--- config.mk ---
export PLATFORM = sky130hd
export DESIGN_NAME = vdp_super_half_2ppb_writer
export DESIGN_NICKNAME = d
export VERILOG_FILES = /design/src/rtl/vdp_super_half_2ppb_writer.sv
export SDC_FILE = /design/constraint.sdc
export NUM_CORES = 1
export LEC_CHECK = 0
export BUFFER_PORTS_ARGS = -buffer_cell sky130_fd_sc_hd__buf_2
export CORE_MARGIN = 3
export CORE_UTILIZATION = 55
export DETAILED_ROUTE_END_ITERATION = 7
export GPL_TIMING_DRIVEN = 0
export PLACE_DENSITY = 0.89
export SETUP_SLACK_MARGIN = 0.5
export SYNTH_ARGS = -nofsm -noshare
export SYNTH_HDL_FRONTEND = slang
export SYNTH_SLANG_ARGS = --single-unit
--- constraint.sdc ---
create_clock -name clk -period 12.44 [get_ports clk]
set_input_delay 1.244 -clock clk [delete_from_list [all_inputs] [get_ports clk]]
set_output_delay 1.244 -clock clk [all_outputs]
set_load 0.05 [all_outputs]
--- src/rtl/vdp_super_half_2ppb_writer.sv ---
// vdp_super_half_2ppb_writer: span-fill writer for the 720x4bpp super-res framebuffer (optional SUPER_WRITER_XOR_EN adds cmd_xor)
module vdp_super_half_2ppb_writer #(
   parameter int LINE_PIXELS = 720,
   parameter int LINE_WORDS  = 90
) (
   input  logic        clk,
   input  logic        reset_n,
   input  logic        pal_mode,
   input  logic [16:0] page_addr,
   input  logic        cmd_valid,
   output logic        cmd_ready,
   input  logic [9:0]  cmd_x,
   input  logic [8:0]  cmd_y,
   input  logic [9:0]  cmd_len,
   input  logic [3:0]  cmd_colour,
`ifdef SUPER_WRITER_XOR_EN
   input  logic        cmd_xor,
`endif
   output logic        busy,
   output logic        done,
   output logic        done_err,
   output logic [17:0] mem_addr,
   output logic        mem_rd,
   output logic        mem_wr,
   output logic [31:0] mem_wdata,
   output logic [3:0]  mem_wmask,
   input  logic [31:0] mem_rdata,
   input  logic        mem_ack
);
   typedef enum logic [2:0] {IDLE, SETUP, WORD, READ, WRITE, DONE} state_t;

   state_t      state_q, state_d;
   logic [9:0]  x_q, x_d, len_q, len_d, cur_q, cur_d;
   logic [8:0]  y_q, y_d;
   logic [3:0]  col_q, col_d, wmask_q, wmask_d;
   logic [16:0] page_q, page_d;
   logic [10:0] end_q, end_d;
   logic [17:0] addr_q, addr_d;
   logic [7:0]  nm_q, nm_d;
   logic [31:0] wdata_q, wdata_d;
   logic        err_q, err_d, xor_q, xor_d, cmd_xor_w;

   logic [10:0] base, last, sum, end_x;
   logic [2:0]  hi;
   logic [7:0]  nm;
   logic [3:0]  full, part, touch;
   logic [31:0] merged;
   logic [17:0] y90;
   logic        reject;

`ifdef SUPER_WRITER_XOR_EN
   assign cmd_xor_w = cmd_xor;
`else
   assign cmd_xor_w = 1'b0;
`endif

   assign cmd_ready = state_q == IDLE;
   assign busy      = state_q != IDLE;
   assign done      = state_q == DONE;
   assign done_err  = (state_q == DONE) && err_q;
   assign mem_rd    = state_q == READ;
   assign mem_wr    = state_q == WRITE;
   assign mem_addr  = addr_q;
   assign mem_wdata = wdata_q;
   assign mem_wmask = wmask_q;

   // Span setup: reject test, clipped end and start word address
   assign reject = (x_q >= 10'(LINE_PIXELS)) || (y_q >= (pal_mode ? 9'd288 : 9'd240)) || (len_q == 10'd0);
   assign sum    = 11'(x_q) + 11'(len_q);
   assign end_x  = (sum > 11'(LINE_PIXELS)) ? 11'(LINE_PIXELS) : sum;
   assign y90    = (LINE_WORDS == 90) ? (18'(y_q) << 6) + (18'(y_q) << 4) + (18'(y_q) << 3) + (18'(y_q) << 1)
                                      : 18'(y_q) * 18'(LINE_WORDS);

   // Pixels covered in the current word: cur_x[2:0] up to the last span pixel, capped at 7
   assign base = {1'b0, cur_q[9:3], 3'b000};
   assign last = end_q - 11'd1 - base;
   assign hi   = (last > 11'd7) ? 3'd7 : last[2:0];
   assign nm   = (8'hFF << cur_q[2:0]) & (8'hFF >> (3'd7 - hi));

   // Even pixel sits in the high nibble of its byte, odd pixel in the low nibble
   for (genvar p = 0; p < 8; p++) begin : g_pix
      localparam int N = 8 * (p / 2) + ((p % 2) != 0 ? 0 : 4);
      assign merged[N +: 4] = nm_q[p] ? (xor_q ? mem_rdata[N +: 4] ^ col_q : col_q) : mem_rdata[N +: 4];
   end

   for (genvar b = 0; b < 4; b++) begin : g_byte
      assign full[b]  = nm[2*b] & nm[2*b+1];
      assign part[b]  = nm[2*b] ^ nm[2*b+1];
      assign touch[b] = nm_q[2*b] | nm_q[2*b+1];
   end

   // Next-state and datapath updates for the span FSM
   always_comb begin
      state_d = state_q;
      x_d     = x_q;
      y_d     = y_q;
      len_d   = len_q;
      col_d   = col_q;
      page_d  = page_q;
      xor_d   = xor_q;
      end_d   = end_q;
      cur_d   = cur_q;
      addr_d  = addr_q;
      nm_d    = nm_q;
      wdata_d = wdata_q;
      wmask_d = wmask_q;
      err_d   = err_q;
      case (state_q)
         IDLE: if (cmd_valid) begin
            x_d     = cmd_x;
            y_d     = cmd_y;
            len_d   = cmd_len;
            col_d   = cmd_colour;
            page_d  = page_addr;
            xor_d   = cmd_xor_w;
            state_d = SETUP;
         end
         SETUP: begin
            err_d   = reject;
            end_d   = end_x;
            cur_d   = x_q;
            addr_d  = 18'(page_q) + y90 + 18'(x_q[9:3]);
            state_d = reject ? DONE : WORD;
         end
         WORD: begin
            nm_d    = nm;
            wdata_d = {8{col_q}};
            wmask_d = full;
            state_d = (|part || xor_q) ? READ : WRITE;
         end
         READ: if (mem_ack) begin
            wdata_d = merged;
            wmask_d = touch;
            state_d = WRITE;
         end
         WRITE: if (mem_ack) begin
            cur_d   = {cur_q[9:3] + 7'd1, 3'b000};
            addr_d  = addr_q + 18'd1;
            state_d = ({1'b0, cur_d} >= end_q) ? DONE : WORD;
         end
         DONE: state_d = IDLE;
         default: state_d = IDLE;
      endcase
   end

   // State and datapath registers; reset also aborts any memory request
   always_ff @(posedge clk or negedge reset_n) begin
      if (!reset_n) begin
         state_q <= IDLE;
         x_q     <= '0;
         y_q     <= '0;
         len_q   <= '0;
         col_q   <= '0;
         page_q  <= '0;
         xor_q   <= 1'b0;
         end_q   <= '0;
         cur_q   <= '0;
         addr_q  <= '0;
         nm_q    <= '0;
         wdata_q <= '0;
         wmask_q <= '0;
         err_q   <= 1'b0;
      end else begin
         state_q <= state_d;
         x_q     <= x_d;
         y_q     <= y_d;
         len_q   <= len_d;
         col_q   <= col_d;
         page_q  <= page_d;
         xor_q   <= xor_d;
         end_q   <= end_d;
         cur_q   <= cur_d;
         addr_q  <= addr_d;
         nm_q    <= nm_d;
         wdata_q <= wdata_d;
         wmask_q <= wmask_d;
         err_q   <= err_d;
      end
   end
endmodule

==> run metrics <==
Ys Warns=0; Worst slew margin=43.8%; Final Net Count=1275; core box area=about 16000 µm²; Via-to-Cell Ratio=5.97; die width=between 100 and 150 µm; gr usage total=between 20% and 30%; Post-Syn Area=9020 µm²; clk sinks=137; Critical Path Sink Type=register; synth unique cells=68; crit path DAT=4.83 ns; outcome=completed; Antenna diodes=0; Post-DRT Antenna Nets=0; Num CTS Buffers=17; most common cell in the netlist=dfrtp_1; critical-path cell with the highest stage delay=a2111oi_0; largest stage delay on the critical path=0.73 ns; clock transition at the registers of the reported paths=0.07 ns; Main synth FF type=dfrtp_1; worst-skew pair later-pin latency=0.44 ns; vias=7845; Final Hold Vio Count=0; ys async rst share=100%; largest net degree at the start of global routing=73; layout cells sized above 1=a little under a quarter; CTS max path bufs=2; WL per Instance=approximately 19 µm; met3 Use GR=6.56%; Area growth, synth to finish=17.7%; IO Pins=around 150; met1 global-route usage=34.7%; crit-path most repeated cell=fa_1; Iter 0 DRT Violations=around 800; Final min period=between 4 and 5 ns; Clock Skews=0.0122 ns; fin crit share=a little over a third; Min-Delay Path Class=register to register; Final TNS setup=0 ns; # setup viols final=0; syn_area_per_cell=9.82 µm²; Max Freq=between 0.2 and 0.25 GHz; sequential fraction of the synthesis area=38.0%; Mapped Cells=919; CP max FO=5; drt pass-1 iters=6; Port Buf Inserts=between 100 and 150; synth top area cells=dfrtp_1, ha_1, fa_1; Worst-Margin Slew=0.843 ns; post-CTS sizing=0; Post-CTS Setup Inserts=0; cts hold-fix bufs=0; post-synth top area share=a little under two fifths; initial core utilization=56.6%; initial antenna violation count=0; busiest layer in global routing=met2; net count after synthesis=1109; CP Class=register to register; number of fill cells=1215; CTS Root Cell=clkbuf_16; register bit total from synthesis=about 140; met2 Usage GRT=47.1%; RSZ-0062 raised after global routing=false; Synth top cells by count=dfrtp_1, nand2_1, o21ai_0; DRC violation count after routing=0; GPL Wtd Cong=between 0.9 and 1; CP Data Required Time=12.72 ns; CP startpoint kind=register; MaxCap Viol Count=0; pins over their slew limit=0; Die Height=~130 µm; Synth area leader=dfrtp_1; H-tree depth=4; remaining global-route overflow=0; CTS tree=done; die footprint=18000 µm²; # rows=46; hpwl dp=18.1 mm; final WL=24.5 mm; EDFF count, synth=0; CP Cell Sequence=fa_1, fa_1, ha_1, ha_1, fa_1, a21oi_1, o21bai_1, a2111oi_0, nor3_1, nor2_1, a21boi_0, xnor2_1, o221ai_1; global-route wire length before repair=between 30 and 40 mm; vias in the first global route=7825
layer usage:
layer  vias up  part of all wire (%)
met5         -                     0
met4         0                   3.8
met3        71                   7.4
met2       354                    49
met1      3789                    39
li1       3631                     -
critical path, delay by kind of cell (launching register included):
family | cells | cell delay, ns
compound gates | 5 | 1.28
xor+xnor | 1 | 0.20
fa+ha+maj | 5 | 2.07
flops | 1 | 0.52
simple gates | 2 | 0.34
logic make-up (layout without fill, tap and decap cells):
| logic type | Yosys count | in the layout | share of synthesized area, % |
|---|---|---|---|
| muxes | 85 | 85 | 10.1 |
| xor gates and xnor gates | 25 | 25 | 2.43 |
| and+or+nand+nor | 248 | 248 | 12.8 |
| AOI/OAI and AO/OA | 229 | 229 | 15.9 |
| DFF | 137 | 137 | 38.0 |
| adders and majority gates | 103 | 103 | 16.8 |
| buffers and inverters | 92 | 271 | 4.01 |
layout make-up:
| type | count | area [µm²] | area share, % |
|---|---|---|---|
| plain buffers | 39 | 163 | 1.53 |
| clock buffers | 17 | 425 | 4.01 |
| clock inverters | 15 | 134 | 1.26 |
| inverters | 53 | 199 | 1.87 |
| multi-input cells | 690 | 5230 | 49.3 |
| flip-flops and latches | 137 | 3430 | 32.3 |
| well taps | 216 | 270 | 2.55 |
| repair buffers | 147 | 764 | 7.20 |
metrics by stage:
step,setup WS [ns],cell area [µm²],hold slack [ns],instances,util [%]
2_1_floorplan,8.53,9020,0.456,919,-
3_3_place_gp,8.21,10000,0.455,1281,62.9
3_5_place_dp,8.09,10100,0.469,1282,63.1
4_1_cts,7.91,10600,0.484,1314,66.6
5_1_grt,7.68,10600,0.509,1314,66.6
6_report,7.89,10600,0.480,1314,66.6
registers in the layout, summed over array words and instances (netlist names):
register   flops
col_q          4
cur_q         10
end_q         11
page_q        17
mem_addr      18
mem_wmask      4
mem_wdata     32
state_q        3
err_q          1
x_q           10
len_q         10
y_q            9
nm_q           8
final timing paths:
kind	startpoint	end	slack [ns]	cells past startpoint
max	x_q[6]$_DFFE_PN0P_	mem_addr[15]$_DFFE_PN0P_	7.89	13
min	mem_wdata[26]$_DFFE_PN0P_	mem_wdata[26]$_DFFE_PN0P_	0.48	2
max reg2reg	x_q[6]$_DFFE_PN0P_	mem_addr[15]$_DFFE_PN0P_	7.89	13
min reg2reg	mem_wdata[26]$_DFFE_PN0P_	mem_wdata[26]$_DFFE_PN0P_	0.48	2
max in group asynchronous	reset_n	mem_wdata[5]$_DFFE_PN0P_	10.84	2
min in group asynchronous	reset_n	end_q[0]$_DFFE_PN0P_	0.81	1
placed cells by master (no fill, tap or decap), drive strengths merged, types with 4 or more instances in the layout:
cell type | netlist | layout
a21oi | 60 | 60
o32ai | 5 | 5
buf | 12 | 159
nand2b | 8 | 8
o21a | 4 | 4
nor3 | 25 | 25
nor2 | 55 | 55
a31o | 4 | 4
mux2i | 37 | 37
nand4 | 6 | 6
mux2 | 48 | 48
or3 | 8 | 8
or2 | 6 | 6
a21o | 9 | 9
nand3 | 21 | 21
o22ai | 8 | 8
nand2 | 91 | 91
o21ai | 82 | 82
fa | 30 | 30
xor2 | 7 | 7
and2 | 4 | 4
dfrtp | 137 | 137
clkinv | 1 | 6
o31ai | 5 | 5
a211oi | 9 | 9
xnor2 | 18 | 18
and3 | 7 | 7
a31oi | 9 | 9
ha | 73 | 73
clkbuf | 27 | 44
or4 | 4 | 4
inv | 52 | 61
nor4 | 4 | 4
Power is not shown: default switching activity piles up to over one toggle a cycle in this logic, so the estimate is an artifact.
